## src/rtl/serpent_xts_sector_ctrl.sv

```systemverilog
// XTS sector sequencer wrapped around a single pipelined Serpent core.
// It pre-whitens each block with the running tweak and issues it to the core.
// The tweak is held in a small FIFO until the core returns the block, then the
// same tweak post-whitens it. The tweak advances by alpha in GF(2^128),
// using the little-endian byte order of IEEE 1619.
module serpent_xts_sector_ctrl #(
    parameter int LEN_W        = 9,
    parameter int MAX_INFLIGHT = 4
) (
    input  logic             i_clk,
    input  logic             i_rst,
    input  logic             i_start,
    input  logic             i_decrypt,
    input  logic [127:0]     i_tweak,
    input  logic [LEN_W-1:0] i_num_blocks,
    input  logic             i_data_valid,
    output logic             o_data_ready,
    input  logic [127:0]     i_data,
    output logic             o_data_valid,
    output logic [127:0]     o_data,
    output logic             o_data_last,
    output logic             o_done,
    output logic             o_busy,
    output logic             o_err,
    output logic             o_core_valid,
    output logic [127:0]     o_core_data,
    output logic             o_core_decrypt,
    input  logic             i_core_valid,
    input  logic [127:0]     i_core_data
);
    localparam int               PTR_W = $clog2(MAX_INFLIGHT);
    localparam int               CNT_W = PTR_W + 1;
    localparam logic [CNT_W-1:0] FULL  = CNT_W'(MAX_INFLIGHT);
    localparam logic [LEN_W:0]   ONE   = {{LEN_W{1'b0}}, 1'b1};

    typedef enum logic [1:0] {S_IDLE, S_RUN, S_DONE} state_t;

    state_t             r_state, w_next;
    logic [LEN_W-1:0]   r_num;
    logic               r_dec;
    logic [127:0]       r_tweak;
    logic [LEN_W:0]     r_issued, r_retired;
    logic [127:0]       r_fifo [MAX_INFLIGHT];
    logic [PTR_W-1:0]   r_wptr, r_rptr;
    logic [CNT_W-1:0]   r_count;
    logic               r_core_valid, r_out_valid, r_out_last, r_done, r_err;
    logic [127:0]       r_core_data, r_out_data;

    logic [LEN_W:0]     w_num_ext;
    logic               w_ready, w_push, w_pop, w_last, w_empty, w_start;

    // Byte 0 sits in the top byte of the bus; the GF math wants it in the LSB.
    function automatic logic [127:0] byte_rev(input logic [127:0] v);
        logic [127:0] r;
        for (int i = 0; i < 16; i++) r[8*i +: 8] = v[8*(15-i) +: 8];
        return r;
    endfunction

    function automatic logic [127:0] mul_alpha(input logic [127:0] t);
        logic [127:0] l, ls;
        l  = byte_rev(t);
        ls = {l[126:0], 1'b0} ^ (l[127] ? 128'h87 : 128'h0);
        return byte_rev(ls);
    endfunction

    // Ready comes only from registered state, so a pop in this cycle frees
    // its FIFO slot one cycle later.
    assign w_num_ext = {1'b0, r_num};
    assign w_empty   = (r_count == '0);
    assign w_ready   = (r_state == S_RUN) && (r_issued < w_num_ext) && (r_count < FULL);
    assign w_push    = w_ready && i_data_valid;
    assign w_pop     = i_core_valid && !w_empty;
    assign w_last    = w_pop && ((r_retired + ONE) == w_num_ext);
    assign w_start   = (r_state == S_IDLE) && i_start;

    // Next-state decode
    always_comb begin
        w_next = r_state;
        case (r_state)
            S_IDLE:  if (i_start) w_next = (i_num_blocks == '0) ? S_DONE : S_RUN;
            S_RUN:   if (w_last)  w_next = S_DONE;
            S_DONE:  w_next = S_IDLE;
            default: w_next = S_IDLE;
        endcase
    end

    // State register, sector parameters, tweak chain and block counters
    always_ff @(posedge i_clk) begin
        if (i_rst) begin
            r_state   <= S_IDLE;
            r_num     <= '0;
            r_dec     <= 1'b0;
            r_tweak   <= '0;
            r_issued  <= '0;
            r_retired <= '0;
        end else begin
            r_state <= w_next;
            if (w_start) begin
                r_num     <= i_num_blocks;
                r_dec     <= i_decrypt;
                r_tweak   <= i_tweak;
                r_issued  <= '0;
                r_retired <= '0;
            end else begin
                if (w_push) begin
                    r_tweak  <= mul_alpha(r_tweak);
                    r_issued <= r_issued + ONE;
                end
                if (w_pop) r_retired <= r_retired + ONE;
            end
        end
    end

    // Tweak FIFO pointers and occupancy; push and pop may coincide
    always_ff @(posedge i_clk) begin
        if (i_rst) begin
            r_wptr  <= '0;
            r_rptr  <= '0;
            r_count <= '0;
        end else begin
            if (w_push) r_wptr <= r_wptr + PTR_W'(1);
            if (w_pop)  r_rptr <= r_rptr + PTR_W'(1);
            case ({w_push, w_pop})
                2'b10:   r_count <= r_count + CNT_W'(1);
                2'b01:   r_count <= r_count - CNT_W'(1);
                default: r_count <= r_count;
            endcase
        end
    end

    // Tweak FIFO storage; contents are don't-care while the slot is empty
    always_ff @(posedge i_clk) begin
        if (w_push) r_fifo[r_wptr] <= r_tweak;
    end

    // Registered outputs: core issue, post-whitened result, done and error
    always_ff @(posedge i_clk) begin
        if (i_rst) begin
            r_core_valid <= 1'b0;
            r_core_data  <= '0;
            r_out_valid  <= 1'b0;
            r_out_data   <= '0;
            r_out_last   <= 1'b0;
            r_done       <= 1'b0;
            r_err        <= 1'b0;
        end else begin
            r_core_valid <= w_push;
            if (w_push) r_core_data <= i_data ^ r_tweak;
            r_out_valid  <= w_pop;
            if (w_pop)  r_out_data  <= i_core_data ^ r_fifo[r_rptr];
            r_out_last   <= w_last;
            r_done       <= (r_state == S_DONE);
            // A result with no tweak waiting is unmatched; drop it and flag it.
            r_err        <= r_err | (i_core_valid && w_empty);
        end
    end

    assign o_data_ready   = w_ready;
    assign o_data_valid   = r_out_valid;
    assign o_data         = r_out_data;
    assign o_data_last    = r_out_last;
    assign o_done         = r_done;
    assign o_busy         = (r_state != S_IDLE);
    assign o_err          = r_err;
    assign o_core_valid   = r_core_valid;
    assign o_core_data    = r_core_data;
    assign o_core_decrypt = r_dec;
endmodule
```

## config.mk

```make
export PLATFORM = sky130hd
export DESIGN_NAME = serpent_xts_sector_ctrl
export DESIGN_NICKNAME = d
export VERILOG_FILES = /design/src/rtl/serpent_xts_sector_ctrl.sv
export SDC_FILE = /design/constraint.sdc
export NUM_CORES = 1
export LEC_CHECK = 0
export CAP_MARGIN = 15
export CORE_MARGIN = 2
export CORE_UTILIZATION = 30
export DETAILED_ROUTE_END_ITERATION = 10
export PLACE_DENSITY_LB_ADDON = 0.05
export SLEW_MARGIN = 0
export SYNTH_ARGS = -nofsm -noshare
export SYNTH_HDL_FRONTEND = slang
export SYNTH_SLANG_ARGS = --single-unit
```

## constraint.sdc

```tcl
create_clock -name i_clk -period 12.91 [get_ports i_clk]
set_clock_uncertainty 0.1 [all_clocks]
set_input_delay 1.9365 -clock i_clk [delete_from_list [all_inputs] [get_ports i_clk]]
set_output_delay 1.9365 -clock i_clk [all_outputs]
set_load 0.005 [all_outputs]
```

==> results_tabular.tex, run 1 <==
\begin{tabular}{lr}
\hline
Metric & Value \\
\hline
\multicolumn{2}{l}{\textbf{Outcome}} \\
Status & finished with violations \\
Failing checks & max-slew violations \\
\multicolumn{2}{l}{\textbf{GRT}} \\
Global-route wire length before repair & 165700 um \\
Initial antenna violation count & 20 \\
Number of global-route vias before repair & roughly 25000 \\
Total grt overflow & 0 \\
Total global routing track utilization & $\sim$17\% \\
Maximum number of pins on one net before global-route repair & 226 \\
\multicolumn{2}{l}{\textbf{Power and ir drop}} \\
PwrDens & about 170 nW/um\^{}2 \\
Static leakage & between 15 and 20 nW \\
Power share of the clock group & 37.9\% \\
Worst IR Drop VDD & 122.8 uV \\
Combinational share of power & 18.2\% \\
Portion of total power attributed to sequential cells & 43.9\% \\
Switching power of the nets & 2.168 mW \\
Internal Pwr Total & 6.138 mW \\
Fraction of power spent switching nets & 26.10\% \\
\multicolumn{2}{l}{\textbf{CTS}} \\
CTS tree & done \\
Root buffer cell & sky130\_fd\_sc\_hd\_\_clkbuf\_16 \\
Number of hold buffers added after cts & 0 \\
Clock transition at the registers of the reported paths & 0.06 ns \\
Number of gates resized after cts & 0 \\
Maximum buffer depth of the clock tree & 3 \\
Sink count of the clock tree & between 900 and 1000 \\
Number of H-tree branching levels & 3 \\
Insertion delay to the later sink of the worst-skew pair & approximately 0.68 ns \\
Post-CTS setup buffer count & 0 \\
CTS Buf Count & 110 \\
\multicolumn{2}{l}{\textbf{Place}} \\
IO buf count & between 600 and 700 \\
Post-DP HPWL & 72740 um \\
Weighted congestion reported at the end of routability-driven placement & around 0.77 \\
Post-placement setup slack & 6.721 ns \\
\multicolumn{2}{l}{\textbf{Die}} \\
Full die area & 125100 um\^{}2 \\
FP Rows & around 130 \\
Width of the die & 353.6 um \\
Area of the core & 121600 um\^{}2 \\
Starting density of the core & 30.17\% \\
Count of pins on the block boundary & 663 \\
Die Y-Extent & 353.6 um \\
\multicolumn{2}{l}{\textbf{Critical path}} \\
Worst path cell trace & clkdlybuf4s50\_1 -> nand2b\_1 -> inv\_8 -> buf\_4 -> ha\_1 -> inv\_1 -> fa\_1 -> xor2\_1 -> or3\_1 -> a21oi\_1 \\
Worst-path cell with the longest stage delay & sky130\_fd\_sc\_hd\_\_buf\_4 \\
Data arrival time of the critical path & 5.71 ns \\
Critical path data required time & 13.40 ns \\
Maximum fanout encountered on the critical timing path & $\sim$180 \\
Worst Setup End Kind & flip-flop \\
Critical Path Start Type & input pin \\
Peak per-stage delay on the critical path & approximately 0.84 ns \\
CP Class & input pin to flip-flop \\
\multicolumn{2}{l}{\textbf{Logic synthesis}} \\
Area leader, netlist & sky130\_fd\_sc\_hd\_\_edfxtp\_1 \\
Cell Area, Synth & 36680 um\^{}2 \\
Synth Warn \# & 0 \\
Count of flip-flops with a built-in enable after synthesis & 512 \\
Synthesized instance count & 2789 \\
Commonest cells post-synth & 515 x sky130\_fd\_sc\_hd\_\_nor2\_1, 512 x sky130\_fd\_sc\_hd\_\_edfxtp\_1, 430 x sky130\_fd\_sc\_hd\_\_dfxtp\_1, 271 x sky130\_fd\_sc\_hd\_\_xnor2\_1, 257 x sky130\_fd\_sc\_hd\_\_a211oi\_1 \\
Post-synthesis sequential element count & approximately 940 \\
Fraction of synthesized cell area taken by the top area cell type & 41.92\% \\
Most instantiated library cell after synthesis & sky130\_fd\_sc\_hd\_\_nor2\_1 \\
Async set-or-reset flop fraction in the synthesized netlist & 0\% \\
Unique masters post-synth & 50 \\
Synthesized Nets & 3204 \\
Top post-synthesis cells by area & sky130\_fd\_sc\_hd\_\_edfxtp\_1 42\%, sky130\_fd\_sc\_hd\_\_dfxtp\_1 23\%, sky130\_fd\_sc\_hd\_\_mux4\_2 7.9\% \\
Sequential element share of the synthesized area & 65.39\% \\
Post-Synthesis Mean Instance Area & approximately 13 um\^{}2 \\
Most common flop cell mapped by yosys & sky130\_fd\_sc\_hd\_\_edfxtp\_1 \\
\multicolumn{2}{l}{\textbf{Drt}} \\
Total wire length & 111800 um \\
Post-DR vias/cell & approximately 4.8 \\
Via count & 24320 \\
DRC violations left & 0 \\
Drt initial violations & roughly 1300 \\
Router iterations before antenna repair & 7 \\
Detail Route Antenna Nets & 0 \\
Average wire per cell in the routed design & 21.86 um \\
\multicolumn{2}{l}{\textbf{STA}} \\
Worst relative slew slack & -1.560\% \\
Total count of max-transition violations in the final report & 36 \\
Setup repair after global routing missed its margin & false \\
Maximum operating frequency & 191.5 MHz \\
Fin Setup TNS & 0 ns \\
Number of endpoints failing setup at the final stage & 0 \\
Period minus WS final & 5.221 ns \\
Worst-case setup margin in the final layout & between 7 and 8 ns \\
Part of the cycle the worst path needs & 40.44\% \\
Final Hold Viols & 0 \\
Tightest Pin Transition & 1.523 ns \\
\multicolumn{2}{l}{\textbf{Job}} \\
Max capacitance violation total & 0 \\
\multicolumn{2}{l}{\textbf{Layout}} \\
Post-synthesis to final-layout area growth & 32.20\% \\
Layout cell share with drive strength beyond 1 & under 10\% \\
Net total in the final layout & 3799 \\
\multicolumn{2}{l}{\textbf{Worst hold path}} \\
Path category of the worst min-delay check & flip-flop to flip-flop \\
\hline
\end{tabular}
[power groups by stage]
| stage | Combinational, mW | Sequential [mW] | Clock [mW] |
|---|---|---|---|
| 6_report | 1.51 | 3.65 | 3.15 |
| 5_1_grt | 1.66 | 3.69 | 3.36 |
| 4_1_cts | 1.55 | 3.66 | 3.25 |
| 3_5_place_dp | 1.54 | 3.72 | 0 |
| 3_3_place_gp | 1.53 | 3.70 | 0 |
| 2_1_floorplan | 0.856 | 3.64 | 0 |
[cell type report]
type | count | area (um^2)
clock inverters | 53 | 560.5
multi-input cells | 1625 | 11840
inverters | 19 | 83.83
repair buffers | 686 | 6837
well taps | 1625 | 2033
fillers | 11390 | 73070
flip-flops and latches | 942 | 23990
clock buffers | 155 | 3118
diodes | 9 | 22.52
[final timing paths]
path	cells after the start	endpoint	start	slack, ns
min reg2reg	1	o_done$_SDFF_PP0_	r_state[0]$_SDFFE_PP0P_	0.35
max reg2reg	8	r_fifo[1][38]$_DFFE_PP_	r_num[3]$_SDFFE_PP0P_	8.56
min	1	o_done$_SDFF_PP0_	r_state[0]$_SDFFE_PP0P_	0.35
max	10	r_count[2]$_SDFFE_PP0P_	i_core_valid	7.69
[flip-flops by register name (all words and copies together) (netlist names), named ones only]
| name | flops |
|---|---|
| o_done | 1 |
| o_data | 128 |
| o_core_valid | 1 |
| r_fifo | 512 |
| r_count | 3 |
| r_issued | 10 |
| r_wptr | 2 |
| o_err | 1 |
| o_data_last | 1 |
| r_num | 9 |
| o_core_data | 128 |
| r_state | 2 |
| r_tweak | 128 |
| o_core_decrypt | 1 |
| r_rptr | 2 |
| o_data_valid | 1 |
| r_retired | 10 |
[metrics by stage]
| stage | hold WS, ns | cell area, um^2 | power (mW) | instances | utilization (%) |
|---|---|---|---|---|---|
| global placement | 0.3401 | 44780 | 5.237 | 4897 | 36.84 |
| floorplan | 0.3229 | 36680 | 4.498 | 2789 | - |
| detailed placement | 0.3401 | 44780 | 5.262 | 4897 | 36.84 |
| global route | 0.3608 | 48480 | 8.711 | 5111 | 39.88 |
| finish | 0.3477 | 48480 | 8.306 | 5114 | 39.89 |
| CTS | 0.3421 | 48460 | 8.454 | 5105 | 39.87 |
[cell families (layout without fill, tap and decap cells)]
kind of cell,count (synthesis),count (layout),share of synthesized area (%)
AND/OR/NAND/NOR,880,880,10.67
AO/OA/AOI/OAI,318,318,6.329
flip-flops,942,942,65.39
other,0,9,0
XOR/XNOR,281,281,6.711
adder cells (fa/ha/maj),16,16,0.5663
buffers and inverters,222,913,2.412
multiplexers,130,130,7.915
[worst max-delay path, delay by kind of cell]
kind	cells	cell delay (ns)
buffers and inverters	4	1.99
adder cells (fa/ha/maj)	2	0.70
AND/OR/NAND/NOR	2	0.62
AO/OA/AOI/OAI	1	0.18
XOR/XNOR	1	0.16
[layer usage]
layer / share of wire (%) / vias to the layer above / global-route usage, %
li1: - / 11550 / -
met1: 43 / 12010 / 22.47
met2: 49 / 594 / 29.43
met3: 5.7 / 150 / 4.227
met4: 2.1 / 20 / 4.689
met5: 0.12 / - / 0
[placed cells by master (no fill, tap or decap), types with 112 or more instances in the layout]
cell type	count
sky130_fd_sc_hd__nor2_1	515
sky130_fd_sc_hd__mux4_2	128
sky130_fd_sc_hd__clkbuf_16	112
sky130_fd_sc_hd__nor3_1	145
sky130_fd_sc_hd__dfxtp_1	428
sky130_fd_sc_hd__clkdlybuf4s50_1	661
sky130_fd_sc_hd__edfxtp_1	512
sky130_fd_sc_hd__xnor2_1	271
sky130_fd_sc_hd__a211oi_1	257
sky130_fd_sc_hd__nor4_1	126
Power figures use the tool's default switching activity.
==> run 2: changes to the inputs <==
clock period = 4.85 ns   (was 12.91 ns; I/O delays follow)
==> run 2 against run 1 <==
The flow now finishes without violations. Cell area up 0.71%. Sequential power rose to 2.7 times the previous value. Combinational power rose to 2.7 times the previous value. Via count up 0.46%. Clock-buffer cell count down 12. Clock power rose to 2.7 times the previous value. Flip-flop and latch count unchanged. Critical path depth down 3. Cell count up 0.39%. Die area unchanged. Critical path type is now flip-flop to output port. Largest cell class unchanged.
==> results_tabular.tex, run 2 (synthesis results as in run 1) <==
\begin{tabular}{lr}
\hline
Metric & Value \\
\hline
\multicolumn{2}{l}{\textbf{Outcome}} \\
Status & finished clean \\
\multicolumn{2}{l}{\textbf{Layout}} \\
Layout cell share with drive strength beyond 1 & 10.23\% (+0.55 points) \\
Final design utilization & 40.17\% (+0.28 points) \\
Filler cell count in the final layout & 11460 (+0.61\%) \\
Net total in the final layout & 3815 (+0.42\%) \\
Post-synthesis to final-layout area growth & 33.14\% \\
Most frequent cells in the layout & 661 x sky130\_fd\_sc\_hd\_\_clkdlybuf4s50\_1, 515 x sky130\_fd\_sc\_hd\_\_nor2\_1, 512 x sky130\_fd\_sc\_hd\_\_edfxtp\_1, 428 x sky130\_fd\_sc\_hd\_\_dfxtp\_1, 271 x sky130\_fd\_sc\_hd\_\_xnor2\_1 \\
Leading cell type in the layout, fill and taps excluded & sky130\_fd\_sc\_hd\_\_clkdlybuf4s50\_1 \\
Largest Register & r\_fifo \\
Largest register FFs & 512 (unchanged) \\
\multicolumn{2}{l}{\textbf{Worst hold path}} \\
Path category of the worst min-delay check & flip-flop to flip-flop \\
\multicolumn{2}{l}{\textbf{Drt}} \\
Router iterations before antenna repair & 5 (-2) \\
Average wire per cell in the routed design & 21.98 um (+0.56\%) \\
Total wire length & 112800 um (+0.96\%) \\
Post-DR vias/cell & 4.759 (about the same) \\
Drt initial violations & 1457 (+16\%) \\
Detail Route Antenna Nets & 0 (unchanged) \\
Via count & 24430 (+0.46\%) \\
DRC violations left & 0 (unchanged) \\
\multicolumn{2}{l}{\textbf{CTS}} \\
Root buffer cell & sky130\_fd\_sc\_hd\_\_clkbuf\_16 \\
Clock transition at the registers of the reported paths & 0.05 ns (about the same) \\
CTS tree & done \\
Number of H-tree branching levels & 3 (unchanged) \\
Sink count of the clock tree & 942 (unchanged) \\
CTS Buf Count & 111 (+0.91\%) \\
Number of gates resized after cts & 0 (unchanged) \\
Post-CTS setup buffer count & 0 (unchanged) \\
Insertion delay to the later sink of the worst-skew pair & 0.68 ns (about the same) \\
Maximum buffer depth of the clock tree & 3 (unchanged) \\
Number of hold buffers added after cts & 0 (unchanged) \\
\multicolumn{2}{l}{\textbf{GRT}} \\
GR Util met1 & 21.85\% (-0.62 points) \\
Global-route wire length before repair & 167100 um (+0.81\%) \\
Initial antenna violation count & 22 (+10\%) \\
Number of global-route vias before repair & 25470 (+3.1\%) \\
GR peak layer & met2 \\
Maximum number of pins on one net before global-route repair & 185 (-18\%) \\
Total grt overflow & 0 (unchanged) \\
Met3 demand-to-capacity share in global routing & 3.918\% (-0.31 points) \\
Total global routing track utilization & 17.67\% (+0.17 points) \\
GRT met2 Usage & 30.34\% (+0.92 points) \\
\multicolumn{2}{l}{\textbf{Critical path}} \\
Data arrival time of the critical path & 2.95 ns (-2.76 ns) \\
Maximum fanout encountered on the critical timing path & 4 (-98\%) \\
CP Class & flip-flop to output port \\
Critical Path Start Type & flip-flop \\
Critical path data required time & 4.02 ns (-9.38 ns) \\
Worst Setup End Kind & output port \\
\multicolumn{2}{l}{\textbf{Job}} \\
Max capacitance violation total & 0 (unchanged) \\
\multicolumn{2}{l}{\textbf{Place}} \\
IO buf count & 662 (unchanged) \\
Post-DP HPWL & 74910 um (+3.0\%) \\
Weighted congestion reported at the end of routability-driven placement & 0.7613 (-1.4\%) \\
\multicolumn{2}{l}{\textbf{STA}} \\
Final Hold Viols & 0 (unchanged) \\
Part of the cycle the worst path needs & between 70\% and 80\% \\
Worst relative slew slack & 13.04\% (+15 points) \\
Maximum operating frequency & 264.8 MHz \\
Number of endpoints failing setup at the final stage & 0 (unchanged) \\
Total count of max-transition violations in the final report & 0 (-100\%) \\
Setup repair after global routing missed its margin & false \\
Tightest Pin Transition & 1.304 ns (-0.2191 ns) \\
Period minus WS final & between 3 and 4 ns \\
Fin Setup TNS & 0 ns (unchanged) \\
\multicolumn{2}{l}{\textbf{Die}} \\
Area of the core & 121600 um\^{}2 (unchanged) \\
Die Y-Extent & 353.6 um (unchanged) \\
Starting density of the core & 30.17\% (unchanged) \\
Full die area & 125100 um\^{}2 (unchanged) \\
Count of pins on the block boundary & 663 (unchanged) \\
FP Rows & 128 (unchanged) \\
Width of the die & 353.6 um (unchanged) \\
\multicolumn{2}{l}{\textbf{Power and ir drop}} \\
Switching power of the nets & 5.803 mW (+170\%) \\
Internal Pwr Total & 16.44 mW (+170\%) \\
Power share of the clock group & 38.1\% (+0.2 points) \\
Combinational share of power & 18.2\% (about the same) \\
Power consumption & 22.25 mW (+170\%) \\
Portion of total power attributed to sequential cells & 43.7\% (-0.2 points) \\
Fraction of power spent switching nets & 26.08\% (about the same) \\
Worst IR Drop VDD & 311.9 uV (+150\%) \\
PwrDens & 455.6 nW/um\^{}2 (+170\%) \\
Static leakage & 15.82 nW (+1.1\%) \\
\hline
\end{tabular}
run 2: cell type report:
class                           instances  area, um^2  area share [%]
Clock inverter                         68       706.9           1.448
Multi-Input combinational cell       1625       11840           24.25
Inverter                               19       83.83          0.1717
Tap cell                             1625        2033           4.164
Timing Repair Buffer                  701        7124           14.59
Clock buffer                          143        3023           6.191
Antenna cell                           11       27.53         0.05637
Sequential cell                       942       23990           49.13
run 2: power by group through the flow:
stage | sequential (mW) | clock, mW | combinational [mW]
floorplan | 9.69 | 0 | 2.28
global placement | 9.87 | 0 | 4.10
detailed placement | 9.91 | 0 | 4.15
CTS | 9.75 | 8.77 | 4.16
global route | 9.82 | 9.09 | 4.45
finish | 9.72 | 8.48 | 4.05
run 2: through the flow:
step           setup WS (ns)  instances  hold slack [ns]  instance area [um^2]
2_1_floorplan         0.6752       2789           0.3229                 36680
3_3_place_gp           1.102       4912           0.3439                 45070
3_5_place_dp           1.060       4912           0.3464                 45070
4_1_cts               0.9927       5123           0.3182                 48800
5_1_grt               0.7029       5133           0.3657                 48830
6_report               1.074       5134           0.3528                 48830
run 2: path summary, 6_finish.rpt:
check / start / to / slack (ns) / cells past startpoint
setup / recovery: r_num[3]$_SDFFE_PP0P_ / o_data_ready / 1.07 / 7
hold / removal: o_core_decrypt$_SDFFE_PP0P_ / o_core_decrypt$_SDFFE_PP0P_ / 0.35 / 2
setup reg to reg: r_num[3]$_SDFFE_PP0P_ / r_tweak[39]$_SDFFE_PP0P_ / 1.20 / 9
hold reg to reg: o_core_decrypt$_SDFFE_PP0P_ / o_core_decrypt$_SDFFE_PP0P_ / 0.35 / 2
run 2: metal layers:
layer | vias to the layer above | share of wire, %
met2 | 574 | 50
li1 | 11580 | -
met1 | 12100 | 42
met5 | - | 0.091
met4 | 18 | 2.6
met3 | 164 | 5.3
run 2: worst max-delay path, stage by stage (launching register included):
cell and delay [ns]:
sky130_fd_sc_hd__dfxtp_1 0.37, sky130_fd_sc_hd__inv_1 0.07, sky130_fd_sc_hd__ha_1 0.30, sky130_fd_sc_hd__a2111oi_0 0.34, sky130_fd_sc_hd__o21ai_1 0.23, sky130_fd_sc_hd__a21bo_2 0.31, sky130_fd_sc_hd__inv_1 0.08, sky130_fd_sc_hd__clkdlybuf4s50_1 0.58
==> run 3: changes to the inputs <==
clock period = 3.7 ns   (was 4.85 ns; I/O delays follow)
==> run 3 against run 2 <==
Flip-flop and latch count did not move. Non-clock buffer count rose by 15. Sequential power rose by 31%. First-iteration DRC count fell by 24%. Register-to-register slack got worse by 0.79 ns. Die area did not move. Clock power rose by 32%. Largest cell class unchanged.
==> results_tabular.tex, run 3 (synthesis results as in run 1) <==
\begin{tabular}{lr}
\hline
Metric & Value \\
\hline
\multicolumn{2}{l}{\textbf{Outcome}} \\
Status & finished clean \\
\multicolumn{2}{l}{\textbf{Critical path}} \\
Number of buffers and inverters on the critical path & 3 (unchanged) \\
Worst-path cell with the longest stage delay & sky130\_fd\_sc\_hd\_\_clkdlybuf4s50\_1 \\
Instance count on the critical path & 7 (unchanged) \\
Maximum fanout encountered on the critical timing path & 4 (unchanged) \\
Critical path data required time & 3.04 ns (-0.98 ns) \\
End of the critical path & o\_data\_ready \\
Peak per-stage delay on the critical path & 0.49 ns (-0.09 ns) \\
Register-to-register path setup slack & 0.41 ns (-0.79 ns) \\
Critical Path Start Type & flip-flop \\
Reg-to-Reg End & r\_tweak[56]\$\_SDFFE\_PP0P\_ \\
Data arrival time of the critical path & 2.88 ns (-0.07 ns) \\
Cell count of the worst reg-to-reg path & 10 (+1) \\
Worst Setup End Kind & output port \\
Startpoint of the most critical setup path & r\_num[3]\$\_SDFFE\_PP0P\_ \\
Source of the worst register-to-register timing path & r\_num[3]\$\_SDFFE\_PP0P\_ \\
Cell type with the highest occurrence count on the critical path & sky130\_fd\_sc\_hd\_\_inv\_1 \\
CP Class & flip-flop to output port \\
Worst path cell trace & inv\_1 -> ha\_1 -> a2111oi\_0 -> o21ai\_1 -> a21bo\_2 -> inv\_1 -> clkdlybuf4s50\_1 \\
Top delay family on crit path & compound AO/OA/AOI/OAI gates \\
\multicolumn{2}{l}{\textbf{CTS}} \\
Number of hold buffers added after cts & 0 (unchanged) \\
Insertion delay to the later sink of the worst-skew pair & 0.68 ns (about the same) \\
Sink count of the clock tree & 942 (unchanged) \\
Maximum buffer depth of the clock tree & 3 (unchanged) \\
CTS tree & done \\
Clock transition at the registers of the reported paths & 0.06 ns (about the same) \\
Number of H-tree branching levels & 3 (unchanged) \\
Root buffer cell & sky130\_fd\_sc\_hd\_\_clkbuf\_16 \\
CTS Buf Count & 107 (-3.6\%) \\
\multicolumn{2}{l}{\textbf{Drt}} \\
DRC violations left & 0 (unchanged) \\
Post-DR vias/cell & 4.728 (-0.65\%) \\
Via count & 24280 (-0.61\%) \\
Detail Route Antenna Nets & 0 (unchanged) \\
Total wire length & 111300 um (-1.3\%) \\
Drt initial violations & 1110 (-24\%) \\
Router iterations before antenna repair & 5 (unchanged) \\
Average wire per cell in the routed design & 21.68 um (-1.4\%) \\
\multicolumn{2}{l}{\textbf{Power and ir drop}} \\
Worst IR Drop VDD & 391.1 uV (+25\%) \\
PwrDens & 595.9 nW/um\^{}2 (+31\%) \\
Static leakage & 15.97 nW (+0.92\%) \\
Power consumption & 29.28 mW (+32\%) \\
\multicolumn{2}{l}{\textbf{Place}} \\
Placed standard-cell area & 45310 um\^{}2 (+0.54\%) \\
IO buf count & 662 (unchanged) \\
Post-placement setup slack & 0.2934 ns (-0.7665 ns) \\
Weighted congestion reported at the end of routability-driven placement & 0.7932 (+4.2\%) \\
Placed cell count & 4926 (+0.29\%) \\
Post-DP HPWL & 75130 um (+0.29\%) \\
\multicolumn{2}{l}{\textbf{Die}} \\
Width of the die & 353.6 um (unchanged) \\
FP Rows & 128 (unchanged) \\
Starting density of the core & 30.17\% (unchanged) \\
Die Y-Extent & 353.6 um (unchanged) \\
Area of the core & 121600 um\^{}2 (unchanged) \\
Full die area & 125100 um\^{}2 (unchanged) \\
Count of pins on the block boundary & 663 (unchanged) \\
\multicolumn{2}{l}{\textbf{STA}} \\
Worst hold slack across all endpoints & 0.2434 ns (-0.1094 ns) \\
Setup repair after global routing missed its margin & false \\
Worst relative slew slack & 42.40\% (+29 points) \\
Fin Setup TNS & 0 ns (unchanged) \\
Tightest Pin Transition & 0.8641 ns (-0.4403 ns) \\
Maximum operating frequency & $\sim$280 MHz \\
Period minus WS final & around 3.5 ns \\
Total count of max-transition violations in the final report & 0 (unchanged) \\
Worst-case setup margin in the final layout & 0.1684 ns (-0.9057 ns) \\
Final Hold Viols & 0 (unchanged) \\
Part of the cycle the worst path needs & between 90\% and 100\% \\
Number of endpoints failing setup at the final stage & 0 (unchanged) \\
\multicolumn{2}{l}{\textbf{Layout}} \\
Final design area excluding fillers & 49130 um\^{}2 (+0.61\%) \\
Sequential cell area & 23990 um\^{}2 (unchanged) \\
Final design utilization & 40.42\% (+0.25 points) \\
Leading cell type in the layout, fill and taps excluded & sky130\_fd\_sc\_hd\_\_clkdlybuf4s50\_1 \\
Most frequent cells in the layout & 661 x sky130\_fd\_sc\_hd\_\_clkdlybuf4s50\_1, 515 x sky130\_fd\_sc\_hd\_\_nor2\_1, 512 x sky130\_fd\_sc\_hd\_\_edfxtp\_1, 428 x sky130\_fd\_sc\_hd\_\_dfxtp\_1, 271 x sky130\_fd\_sc\_hd\_\_xnor2\_1 \\
Largest Register & r\_fifo \\
Area occupied by multi-input gates & 11840 um\^{}2 (unchanged) \\
Layout cell share with drive strength beyond 1 & 10.90\% (+0.66 points) \\
Largest register FFs & 512 (unchanged) \\
Filler cell count in the final layout & 11360 (-0.91\%) \\
Non-filler cells, final & 5136 (+0.039\%) \\
Post-synthesis to final-layout area growth & 33.95\% \\
Net total in the final layout & 3826 (+0.29\%) \\
\multicolumn{2}{l}{\textbf{GRT}} \\
Maximum number of pins on one net before global-route repair & 114 (-38\%) \\
Global-route wire length before repair & 165200 um (-1.1\%) \\
Total global routing track utilization & 17.49\% (-0.17 points) \\
Number of global-route vias before repair & 25140 (-1.3\%) \\
Total grt overflow & 0 (unchanged) \\
Initial antenna violation count & 16 (-27\%) \\
\multicolumn{2}{l}{\textbf{Job}} \\
Max capacitance violation total & 0 (unchanged) \\
\multicolumn{2}{l}{\textbf{Worst hold path}} \\
Path category of the worst min-delay check & input pin to flip-flop \\
\hline
\end{tabular}
[run 3: worst min path at each step]
stage	endpoint	startpoint	depth (start not counted)	slack [ns]
final	r_wptr[0]$_SDFFE_PP0P_	i_rst	2	0.24
after global routing	r_wptr[0]$_SDFFE_PP0P_	i_rst	2	0.22
after CTS	r_wptr[0]$_SDFFE_PP0P_	i_rst	2	0.19
after detailed placement	o_done$_SDFF_PP0_	r_state[0]$_SDFFE_PP0P_	1	0.35
after global placement	o_core_decrypt$_SDFFE_PP0P_	o_core_decrypt$_SDFFE_PP0P_	2	0.35
after floorplan	o_done$_SDFF_PP0_	r_state[0]$_SDFFE_PP0P_	1	0.32
[run 3: timing repair]
action                                  in CTS  in global routing
setup buffers                                0                  1
endpoints found under the setup margin       0                  1
gates resized for setup                      0                  0
[run 3: report_power, final]
group	internal, mW	switching, mW
Clock	6.83	4.37
Combinational	2.91	2.48
Sequential	11.9	0.738
[run 3: worst register-to-register path, delay by kind of cell, from the launching register on]
family | cells | cell delay [ns]
AND/OR/NAND/NOR | 2 | 0.39
AO/OA/AOI/OAI | 3 | 0.97
buffers and inverters | 4 | 1.05
adder cells (fa/ha/maj) | 1 | 0.30
flip-flops | 1 | 0.37
[run 3: area by class of cell]
| class | count | area share [%] |
|---|---|---|
| diodes | 6 | 0.03056 |
| clock buffers | 150 | 6.390 |
| clock inverters | 53 | 1.327 |
| inverters | 19 | 0.1706 |
| multi-input cells | 1625 | 24.10 |
| flip-flops and latches | 942 | 48.83 |
| well taps | 1625 | 4.139 |
| repair buffers | 716 | 15.01 |
[run 3: layer usage]
metal  up-vias  wire, um  GRT usage, %
met1     11940     47210         21.76
met5         -       120             0
met4        20      2771         5.472
li1      11600         -             -
met3       153      5774         3.943
met2       571     55450         30.10
